### src/rtl/cos_horner_if.sv
// Request/response bundle for the sequential cos(x) engine.
interface cos_horner_if;
  logic        start;
  logic [31:0] in_1;
  logic        abort;
  logic        ready;
  logic        done;
  logic [31:0] out_1;
  logic        err;

  modport master (output start, in_1, abort, input ready, done, out_1, err);
  modport slave  (input start, in_1, abort, output ready, done, out_1, err);
endinterface

### src/rtl/cos_horner_seq.sv
// Sequential IEEE-754 single cos(x): Horner series evaluated on one shared
// multiplier and one shared add/sub unit, subnormals flushed to zero.
module cos_horner_seq #(
  parameter int unsigned N_TERMS   = 5,
  parameter int unsigned STEP_WAIT = 0
) (
  input  logic         clk,
  input  logic         rst_n,
  cos_horner_if.slave  bus
);
  localparam int unsigned KW = 3;
  localparam int unsigned WW = 4;
  localparam logic [31:0] ONE   = 32'h3F800000;
  localparam logic [31:0] QNAN  = 32'h7FC00000;

  typedef enum logic [2:0] {S_IDLE, S_SQ, S_MC, S_MT, S_SUB} state_t;

  // Multiply with RNE rounding; returns {invalid, overflow, underflow, result}.
  function automatic logic [34:0] fp_mul(input logic [31:0] a, input logic [31:0] b);
    logic        sgn, inv, ovf, unf, g, st;
    logic [47:0] prod;
    logic [22:0] m;
    logic [31:0] r;
    int          e;
    sgn  = a[31] ^ b[31];
    prod = 48'({1'b1, a[22:0]}) * 48'({1'b1, b[22:0]});
    if (prod[47]) begin
      e = int'(a[30:23]) + int'(b[30:23]) - 126;
      m = prod[46:24]; g = prod[23]; st = |prod[22:0];
    end else begin
      e = int'(a[30:23]) + int'(b[30:23]) - 127;
      m = prod[45:23]; g = prod[22]; st = |prod[21:0];
    end
    inv = 1'b0; ovf = 1'b0; unf = 1'b0; r = '0;
    if ((a[30:23] == 8'hFF && a[22:0] != '0) || (b[30:23] == 8'hFF && b[22:0] != '0) ||
        (a[30:23] == 8'hFF && b[30:23] == 8'h00) || (b[30:23] == 8'hFF && a[30:23] == 8'h00)) begin
      inv = 1'b1; r = QNAN;
    end else if (a[30:23] == 8'hFF || b[30:23] == 8'hFF) begin
      ovf = 1'b1; r = {sgn, 8'hFF, 23'h0};
    end else if (a[30:23] == 8'h00 || b[30:23] == 8'h00) begin
      r = {sgn, 31'h0};
    end else if (e >= 255) begin
      ovf = 1'b1; r = {sgn, 8'hFF, 23'h0};
    end else if (e <= 0) begin
      unf = 1'b1; r = {sgn, 31'h0};
    end else begin
      // A rounding carry out of the mantissa bumps the exponent, possibly to inf.
      r   = {sgn, 8'(e), m} + 32'(g & (st | m[0]));
      ovf = (r[30:23] == 8'hFF);
    end
    return {inv, ovf, unf, r};
  endfunction

  // Add/sub (op=1: a-b) with RNE rounding; returns {flag, result}.
  function automatic logic [32:0] fp_addsub(input logic [31:0] a, input logic [31:0] b_in,
                                            input logic op);
    logic [31:0] b, big, sml, r;
    logic [63:0] sh;
    logic [27:0] sum;
    logic [26:0] n, big27, s27;
    logic        flg, g, st, found;
    int          d, e, lz;
    b   = {b_in[31] ^ op, b_in[30:0]};
    flg = 1'b0; r = '0; n = '0; lz = 0; found = 1'b0;
    big = (b[30:0] > a[30:0]) ? b : a;
    sml = (b[30:0] > a[30:0]) ? a : b;
    d   = int'(big[30:23]) - int'(sml[30:23]);
    if (d > 63) d = 63;
    sh    = {1'b1, sml[22:0], 40'h0} >> d;
    s27   = {sh[63:38], sh[37] | (|sh[36:0])};
    big27 = {1'b1, big[22:0], 3'b000};
    sum   = (big[31] == sml[31]) ? {1'b0, big27} + {1'b0, s27} : {1'b0, big27} - {1'b0, s27};
    e     = int'(big[30:23]);
    if (sum[27]) begin
      n = {sum[27:2], sum[1] | sum[0]};
      e = e + 1;
    end else begin
      for (int i = 26; i >= 0; i--) begin
        if (!found && sum[i]) begin
          lz = 26 - i; found = 1'b1;
        end
      end
      n = sum[26:0] << lz;
      e = e - lz;
    end
    g  = n[2];
    st = |n[1:0];
    if ((a[30:23] == 8'hFF && a[22:0] != '0) || (b[30:23] == 8'hFF && b[22:0] != '0) ||
        (a[30:23] == 8'hFF && b[30:23] == 8'hFF && a[31] != b[31])) begin
      flg = 1'b1; r = QNAN;
    end else if (a[30:23] == 8'hFF) begin
      flg = 1'b1; r = a;
    end else if (b[30:23] == 8'hFF) begin
      flg = 1'b1; r = b;
    end else if (b[30:23] == 8'h00) begin
      r = (a[30:23] == 8'h00) ? 32'h0 : a;
    end else if (a[30:23] == 8'h00) begin
      r = b;
    end else if (sum == '0) begin
      r = 32'h0;
    end else if (e >= 255) begin
      flg = 1'b1; r = {big[31], 8'hFF, 23'h0};
    end else if (e <= 0) begin
      flg = 1'b1; r = {big[31], 31'h0};
    end else begin
      r   = {big[31], 8'(e), n[25:3]} + 32'(g & (st | n[3]));
      flg = (r[30:23] == 8'hFF);
    end
    return {flg, r};
  endfunction

  state_t          r_state;
  logic            r_ready, r_done, r_err, r_acc;
  logic [31:0]     r_out, r_x, r_z, r_p, r_q, r_t;
  logic [KW-1:0]   r_k;
  logic [WW-1:0]   r_wait;

  logic [31:0]     w_coef, w_ma, w_mb, w_mul, w_add;
  logic [2:0]      w_mul_flg;
  logic            w_add_flg, w_last;

  // Horner coefficients 1/((2k+1)(2k+2)).
  always_comb begin
    case (r_k)
      3'd0:    w_coef = 32'h3F000000;
      3'd1:    w_coef = 32'h3DAAAAAB;
      3'd2:    w_coef = 32'h3D088889;
      3'd3:    w_coef = 32'h3C924925;
      default: w_coef = 32'h3C360B61;
    endcase
  end

  // Shared multiplier operand mux, fed from registers only.
  always_comb begin
    w_ma = r_x;
    w_mb = r_x;
    case (r_state)
      S_MC:    begin w_ma = r_z; w_mb = w_coef; end
      S_MT:    begin w_ma = r_p; w_mb = r_t;    end
      default: ;
    endcase
  end

  assign {w_mul_flg, w_mul} = fp_mul(w_ma, w_mb);
  assign {w_add_flg, w_add} = fp_addsub(ONE, r_q, 1'b1);
  assign w_last             = (r_wait == WW'(STEP_WAIT));

  always_ff @(posedge clk or negedge rst_n) begin
    if (!rst_n) begin
      r_state <= S_IDLE;
      r_ready <= 1'b1;
      r_done  <= 1'b0;
      r_err   <= 1'b0;
      r_acc   <= 1'b0;
      r_out   <= '0;
      r_x     <= '0;
      r_z     <= '0;
      r_p     <= '0;
      r_q     <= '0;
      r_t     <= '0;
      r_k     <= '0;
      r_wait  <= '0;
    end else begin
      r_done <= 1'b0;
      if (r_state == S_IDLE) begin
        if (bus.start) begin
          r_x     <= bus.in_1;
          r_t     <= ONE;
          r_k     <= KW'(N_TERMS - 1);
          r_acc   <= 1'b0;
          r_wait  <= '0;
          r_ready <= 1'b0;
          r_state <= S_SQ;
        end
      end else if (bus.abort) begin
        r_state <= S_IDLE;
        r_ready <= 1'b1;
        r_wait  <= '0;
      end else if (!w_last) begin
        r_wait <= r_wait + WW'(1);
      end else begin
        r_wait <= '0;
        case (r_state)
          S_SQ: begin
            r_z     <= w_mul;
            r_acc   <= r_acc | (|w_mul_flg);
            r_state <= S_MC;
          end
          S_MC: begin
            r_p     <= w_mul;
            r_acc   <= r_acc | (|w_mul_flg);
            r_state <= S_MT;
          end
          S_MT: begin
            r_q     <= w_mul;
            r_acc   <= r_acc | (|w_mul_flg);
            r_state <= S_SUB;
          end
          S_SUB: begin
            r_t   <= w_add;
            r_acc <= r_acc | w_add_flg;
            if (r_k == '0) begin
              r_state <= S_IDLE;
              r_ready <= 1'b1;
              r_done  <= 1'b1;
              r_out   <= w_add;
              r_err   <= r_acc | w_add_flg;
            end else begin
              r_k     <= r_k - KW'(1);
              r_state <= S_MC;
            end
          end
          default: r_state <= S_IDLE;
        endcase
      end
    end
  end

  assign bus.ready = r_ready;
  assign bus.done  = r_done;
  assign bus.out_1 = r_out;
  assign bus.err   = r_err;
endmodule

### src/flat_wrapper.sv
// flat-port wrapper written by rule: the top's interface ports become plain ports
module cos_horner_seq_flat 
#(
  parameter int unsigned N_TERMS   = 5,
  parameter int unsigned STEP_WAIT = 0
)
  (clk, rst_n, bus_start, bus_in_1, bus_abort, bus_ready, bus_done, bus_out_1, bus_err);
  cos_horner_if bus_i ();
  input  logic clk;
  input  logic rst_n;
  input wire logic [$bits(bus_i.start)-1:0] bus_start;
  input wire logic [$bits(bus_i.in_1)-1:0] bus_in_1;
  input wire logic [$bits(bus_i.abort)-1:0] bus_abort;
  output wire logic [$bits(bus_i.ready)-1:0] bus_ready;
  output wire logic [$bits(bus_i.done)-1:0] bus_done;
  output wire logic [$bits(bus_i.out_1)-1:0] bus_out_1;
  output wire logic [$bits(bus_i.err)-1:0] bus_err;
  assign bus_i.start = bus_start;
  assign bus_i.in_1 = bus_in_1;
  assign bus_i.abort = bus_abort;
  assign bus_ready = bus_i.ready;
  assign bus_done = bus_i.done;
  assign bus_out_1 = bus_i.out_1;
  assign bus_err = bus_i.err;
  cos_horner_seq #(.N_TERMS(N_TERMS), .STEP_WAIT(STEP_WAIT)) u_core (.clk(clk), .rst_n(rst_n), .bus(bus_i));
endmodule
### config.mk
export PLATFORM = sky130hd
export DESIGN_NAME = cos_horner_seq_flat
export DESIGN_NICKNAME = d
export VERILOG_FILES = /design/src/rtl/cos_horner_if.sv /design/src/rtl/cos_horner_seq.sv /design/src/flat_wrapper.sv
export SDC_FILE = /design/constraint.sdc
export NUM_CORES = 2
export LEC_CHECK = 0
export BUFFER_PORTS_ARGS = -buffer_cell sky130_fd_sc_hd__buf_2
export CAP_MARGIN = 20
export CORE_UTILIZATION = 45
export CTS_CLUSTER_SIZE = 10
export DETAILED_ROUTE_END_ITERATION = 8
export GPL_TIMING_DRIVEN = 0
export PLACE_DENSITY = 0.75
export SYNTH_ARGS = -nofsm -noshare
export SYNTH_HDL_FRONTEND = slang
export SYNTH_SLANG_ARGS = --single-unit
### constraint.sdc
create_clock -name clk -period 12.4 [get_ports clk]
set_input_delay 2.48 -clock clk [delete_from_list [all_inputs] [get_ports clk]]
set_output_delay 2.48 -clock clk [all_outputs]
set_load 0.05 [all_outputs]
Word-level counts from Yosys, hierarchy flattened
Cells that the tools add are included.
{ "word_totals": {"register_bits": 206, "latchBits": 0, "mem_bits_rw": 0, "romBits": 0, "in_bits": 36, "output_inout_bits": 35, "elab_cells": 312, "n_memories": 0} }
{ "classes": {"n_addsub": 12, "mul": 1, "n_div": 0, "magnitude_cmp": 6, "eq_ne": 16, "shifts": 2, "muxes": 156, "n_bitwise": 12, "reduce_logical": 94} }
{ "ops": {"columns": ["cell", "n"], "rows": [
  ["$mux 32", 22],
  ["$pmux 32 s2", 2],
  ["$pmux 26 s4", 1],
  ["$mux 1", 86],
  ["$reduce_bool 23->1", 3],
  ["$add 32x32->32", 2],
  ["$and 1x32->32", 2],
  ["$ge 32x9->1 const B", 2],
  ["$le 32x1->1 const B", 2],
  ["$shr 64x32->64", 1],
  ["$sub 32x8->32 const B", 2],
  ["$mux 5", 11],
  ["$mul 24x24->48", 1],
  ["$mux 4", 12],
  ["$mux 3", 14],
  ["$eq 8x8->1 const B", 5],
  ["$reduce_or 37->1", 1],
  ["$gt 32x7->1 const B", 1],
  ["$shl 27x32->26", 1],
  ["$sub 9x32->32", 1],
  ["$gt 31x30->1 const B", 1],
  ["$logic_and 1x1->1", 31],
  ["$add 27x27->28", 1],
  ["$logic_not 28->1", 1],
  ["other kinds (35)", 93]
]} }

Depth between registers and ports, before layout
{ "logic_depth": {"ltp_word": 134, "mapped_depth": 57} }

Worst setup path after synthesis
No wires, ideal clock.
{ "synth_timing": {"path_kind": "register to register", "startpoint": "reg u_core.r_state[1]", "endpoint": "reg u_core.r_acc", "setup_time_ns": 0.126, "arrival_time_ns": 13.351, "required_ns": 12.274, "path_slack_ns": -1.077, "stages_incl_launch_ff": 57, "n_path_buf": 10, "synth_period_minus_slack_ns": 13.477, "path_cell_list": "dfrtp_1 nor2b_1 clkbuf_1 clkbuf_1 clkbuf_1 buf_1 clkbuf_1 nor2_1 or2_2 clkbuf_1 inv_1 buf_1 nand2_1 fa_1 inv_1 fa_1 inv_1 fa_1 [... 21 more ...] clkbuf_1 clkbuf_1 nand2_1 a21oi_1 ha_1 nand4_1 nor2_1 and3_1 nand3_1 a2111oi_0 nand3_1 nor2_1 mux2i_1 o21ai_0 and3_1 a211o_1 a311oi_1 nor2_1"} }
{ "synth_between": {"elab_chain_len": 20, "elab_cells_between_ends": 61} }
{ "synth_rtl": {"columns": ["item", "line_no", "rtl"], "rows": [
  ["start: declaration", "cos_horner_seq.sv:112", "state_t r_state;"],
  ["start signal: assignment", "cos_horner_seq.sv:150", "r_state <= S_IDLE;"],
  ["start signal: assignment", "cos_horner_seq.sv:173", "r_state <= S_SQ;"],
  ["start signal: assignment", "cos_horner_seq.sv:176", "r_state <= S_IDLE;"],
  ["$eq 3x2->1", "cos_horner_seq.sv:137, cos_horner_seq.sv:183", null],
  ["$pmux 32 s2", "cos_horner_seq.sv:137", "case (r_state)"],
  ["$mul 24x24->48", "cos_horner_seq.sv:26", "prod = 48'({1'b1, a[22:0]}) * 48'({1'b1, b[22:0]});"],
  ["$reduce_or 23->1 or $reduce_or 22->1 (tied branches)", "cos_horner_seq.sv:29, cos_horner_seq.sv:32", null],
  ["$mux 1", "cos_horner_seq.sv:27", "if (prod[47]) begin"],
  ["$or 1x1->1", "cos_horner_seq.sv:48", "r = {sgn, 8'(e), m} + 32'(g & (st | m[0]));"],
  ["$and 1x32->32", "cos_horner_seq.sv:48", null],
  ["$add 32x32->32", "cos_horner_seq.sv:48", null],
  ["[... 4 more ...]", null, null],
  ["$mux 1", "cos_horner_seq.sv:38", "end else if (a[30:23] == 8'hFF || b[30:23] == 8'hFF) begin"],
  ["$mux 1", "cos_horner_seq.sv:35", "if ((a[30:23] == 8'hFF && a[22:0] != '0) || (b[30:23] == 8'hFF && b[22:0] != '0) ||"],
  ["$reduce_or 3->1", "cos_horner_seq.sv:186, cos_horner_seq.sv:191, cos_horner_seq.sv:196", null],
  ["$or 1x1->1", "cos_horner_seq.sv:186, cos_horner_seq.sv:191, cos_horner_seq.sv:196", null],
  ["$pmux 1 s2", "cos_horner_seq.sv:183", "case (r_state)"],
  ["$mux 1", "cos_horner_seq.sv:179", "end else if (!w_last) begin"],
  ["$mux 1", "cos_horner_seq.sv:175", "end else if (bus.abort) begin"],
  ["$mux 1", "cos_horner_seq.sv:165", "if (r_state == S_IDLE) begin"],
  ["end signal: assignment", "cos_horner_seq.sv:186", "r_acc <= r_acc | (|w_mul_flg);"],
  ["end signal: assignment", "cos_horner_seq.sv:191", "r_acc <= r_acc | (|w_mul_flg);"],
  ["end signal: assignment", "cos_horner_seq.sv:196", "r_acc <= r_acc | (|w_mul_flg);"],
  ["end: declaration", "cos_horner_seq.sv:113", "logic r_ready, r_done, r_err, r_acc;"]
]} }
Parallel ways exist; a longest one is shown, timed or not. The select of a mux whose other input is x is not followed.
A chain may end at the register's enable or synchronous reset.

Worst setup path in the final report
{ "layout_timing": {"startpoint": "reg u_core.r_state[0]", "endpoint": "reg u_core.r_q[0]"} }
{ "layout_between": {"elab_chain_len": 13, "elab_cells_between_ends": 42} }
{ "layout_rtl": {"columns": ["item", "line_no", "rtl"], "rows": [
  ["$eq 3x2->1 (on tied branches)", "cos_horner_seq.sv:137, cos_horner_seq.sv:183", null],
  ["$pmux 32 s2", "cos_horner_seq.sv:137", null],
  ["$mul 24x24->48", "cos_horner_seq.sv:26", null],
  ["$reduce_or 23->1 or $reduce_or 22->1 (tied branches)", "cos_horner_seq.sv:29, cos_horner_seq.sv:32", null],
  ["$mux 1", "cos_horner_seq.sv:27", null],
  ["$or 1x1->1", "cos_horner_seq.sv:48", null],
  ["$and 1x32->32", "cos_horner_seq.sv:48", null],
  ["$add 32x32->32", "cos_horner_seq.sv:48", null],
  ["$mux 32", "cos_horner_seq.sv:44", "end else if (e <= 0) begin"],
  ["$mux 32", "cos_horner_seq.sv:42", "end else if (e >= 255) begin"],
  ["$mux 32", "cos_horner_seq.sv:40", "end else if (a[30:23] == 8'h00 || b[30:23] == 8'h00) begin"],
  ["$mux 32", "cos_horner_seq.sv:38", null],
  ["$mux 32", "cos_horner_seq.sv:35", null],
  ["end signal: assignment", "cos_horner_seq.sv:195", "r_q <= w_mul;"],
  ["end: declaration", "cos_horner_seq.sv:114", "logic [31:0] r_out, r_x, r_z, r_p, r_q, r_t;"]
]} }
Parallel ways exist; a longest one is shown, timed or not.

==> results.txt <==
Syn Inst Count - 4959
Hold WS - 0.4736 ns
CTS Buf Count - 24
Post-DP HPWL - 122000 µm
RePlAce Congestion - 1.043
Worst-Margin Slew - 1.183 ns
Most frequent CP cell - fa_1
Most common flop cell mapped by yosys - dfrtp_1
Total GRT Usage - 0.3467
Nets - 5895
Synth Cell Area - 0.03873 mm²
RR Endpoint - u_core.r_q[0]$_DFFE_PN0P_
Max cap viols - 0
Post-route cell area - 0.04320 mm²
Slew headroom - 0.2057
Simple logic cell fraction of the synthesized area - 0.2149
Vias/cell - 6.231
Worst Hold Path EP - u_core.r_z[10]$_DFFE_PN0P_
Root buffer cell - clkbuf_16
Kind of critical path - register to register
Top cells by count, synth - 887 x nand2_1, 610 x inv_1, 485 x fa_1, 437 x nor2_1, 250 x a21oi_1
Setup TNS Final - 0 ns
Yosys warnings - 0
Most numerous cell in the Yosys netlist - nand2_1
CP Max Fanout - 10
Buf+Inv Stages, Crit Path - 8
CTS Hold Buffers Added - 0
CP delay by family, top - adder cells
Drt pass-1 iters - 9
Run status - finished clean
Mean routed wirelength per cell - 24.20 µm
Antenna violations before repair - 5
Placed cell area - 0.04062 mm²
Fin Clk Skew - 0.03526 ns
WP depth - 39
Depth of the worst hold-timing path - 2
Share of layout cells above drive strength 1 - 0.1086
Ports - 71
Vias - 39140
CP required - 12.86 ns
Worst setup EP type - register
Final min period - 12.30 ns
Core area - 0.08515 mm²
EDFF count, synth - 0
Post-synth top area cell - fa_1
Remaining global-route overflow - 0
Worst-path clk slew - 0.06 ns
FP Rows - 107
Clock buffer depth - 3
TritonCTS clock tree - done
CTS H-tree lvls - 1
Compound-Gate Fraction of Synth Area - 0.1746
Residual DRC - 0
Buffers added on ports - 68
Fin. Hold Viols - 0
Die area - 0.08725 mm²
Global-route wire length before repair - 230600 µm
Die X - 295.4 µm
Flops & latches, synth - 205
Pins Over Slew Limit - 0
Vias in the first global route - 37560
Syn Nets - 5728
R2R Setup Slk - 0.10 ns
Max stage delay cell, worst path - o41ai_2
Top cells by area, synth - fa_1 25%, dfrtp_1 13%, nand2_1 8.6%, ha_1 8.0%, inv_1 5.9%
# setup viols final - 0
Area grow syn2layout - 11.53%
Post-Synth XOR/XNOR Area - 0.03392
Wirelength, routed - 152000 µm
Reg2reg start - u_core.r_state[0]$_DFFE_PN0P_
Largest family of logic cells by synthesized area - adder cells
N_diodes - 0
Worst min path class - register to register
Clock Latency Late Sink - 0.55 ns
Startpoint Class - register
Max stage delay on crit path - 0.62 ns
Initial Util - 0.4549
Die Y - 295.4 µm
Top-area cell type share of the netlist area - 0.2507
Antenna-violating nets left - 0
Unique cell type count in the Yosys netlist - 109
Startpoint of the worst hold path - u_core.r_z[10]$_DFFE_PN0P_
Tcrit/Tclk final - 0.9918
Synth async-reset ratio - 1.000
Multiplexer area fraction after synthesis - 0.02604
Post-synthesis sequential area ratio - 0.1325
DRT iter0 DRCs - 5356
Pin count of the biggest net entering global routing - 125
Reg2reg path depth - 39
Post-synthesis average cell area - 7.810 µm²
Post-Synth Adder-Cell Area - 0.3308
Worst EP arrival - 12.75 ns
CTS sink cnt - 205
Fmax - 81.31 MHz
## registers in the layout, indices dropped and copies added (netlist names), 4 cells and up
signal            count
u_core.bus.out_1     32
u_core.r_p           32
u_core.r_q           32
u_core.r_t           32
u_core.r_wait         4
u_core.r_x           31
u_core.r_z           32
## how the worst max path moves through the flow
stage	to	startpoint
floorplan	u_core.r_acc$_DFFE_PN0P_	u_core.r_state[1]$_DFFE_PN0P_
global placement	u_core.r_acc$_DFFE_PN0P_	u_core.r_state[1]$_DFFE_PN0P_
detailed placement	u_core.r_acc$_DFFE_PN0P_	u_core.r_state[1]$_DFFE_PN0P_
CTS	u_core.r_acc$_DFFE_PN0P_	u_core.r_k[1]$_DFFE_PN0P_
global route	u_core.r_acc$_DFFE_PN0P_	u_core.r_state[0]$_DFFE_PN0P_
finish	u_core.r_q[0]$_DFFE_PN0P_	u_core.r_state[0]$_DFFE_PN0P_
## worst min-delay path, delay by kind of cell (launching register included)
family,cells,cell delay [ns]
flip-flops,1,0.34
AND/OR/NAND/NOR,2,0.10
## per-layer routing
metal	wire length (µm)	up-vias	GRT usage
li1	-	16840	-
met1	61230	19100	0.4893
met2	62400	2699	0.4936
met3	20570	511	0.1025
met4	7833	2	0.1386
met5	14	-	0
## cell type report
class | instances | area, µm²
Clock buffer | 36 | 645.6
Buffer | 237 | 1272
Multi-Input combinational cell | 3873 | 31230
Tap cell | 1144 | 1431
Sequential cell | 205 | 5132
Inverter | 633 | 2407
Fill cell | 8073 | 41950
Timing Repair Buffer | 152 | 1060
Clock inverter | 2 | 21.27
## placed cells by master (no fill, tap or decap), types with 31 or more instances in the layout
cell	synthesis	final
a211oi_1	50	42
a21o_1	49	46
a21oi_1	250	218
and2_1	59	58
buf_2	35	104
buf_4	2	82
clkbuf_1	192	118
clkbuf_2	0	39
dfrtp_1	204	203
fa_1	485	482
ha_1	248	239
inv_1	610	605
mux2i_1	67	62
nand2_1	887	884
nand2b_1	57	56
nand3_1	111	108
nand4_1	35	35
nor2_1	437	427
nor3_1	98	90
nor4_1	32	31
o211ai_1	36	36
o21ai_0	223	219
xnor2_1	100	92
xor2_1	50	49
## stage by stage
stage | instances | setup WS (ns) | util
2_1_floorplan | 4959 | 0.006954 | -
3_3_place_gp | 6171 | -3.267 | 0.4760
3_5_place_dp | 6178 | -3.389 | 0.4770
4_1_cts | 6242 | -0.02661 | 0.4967
5_1_grt | 6282 | -0.1785 | 0.5073
6_report | 6282 | 0.1019 | 0.5073
## kinds of logic after synthesis
logic type / after synthesis
and+or+nand+nor: 1881
muxes: 96
DFF: 205
AOI/OAI and AO/OA: 1013
buffers and inverters: 881
xor gates and xnor gates: 150
adders and majority gates: 733
## repair_timing
action	CTS	global route
pin swaps	10	37
buffers inserted	31	45
endpoints found under the hold margin	0	0
endpoints found under the setup margin	155	155
gates resized for setup	229	179
Power is left out: the tool's default activity adds up to more than one toggle a clock period on the data nets, which glitch-free logic cannot reach.
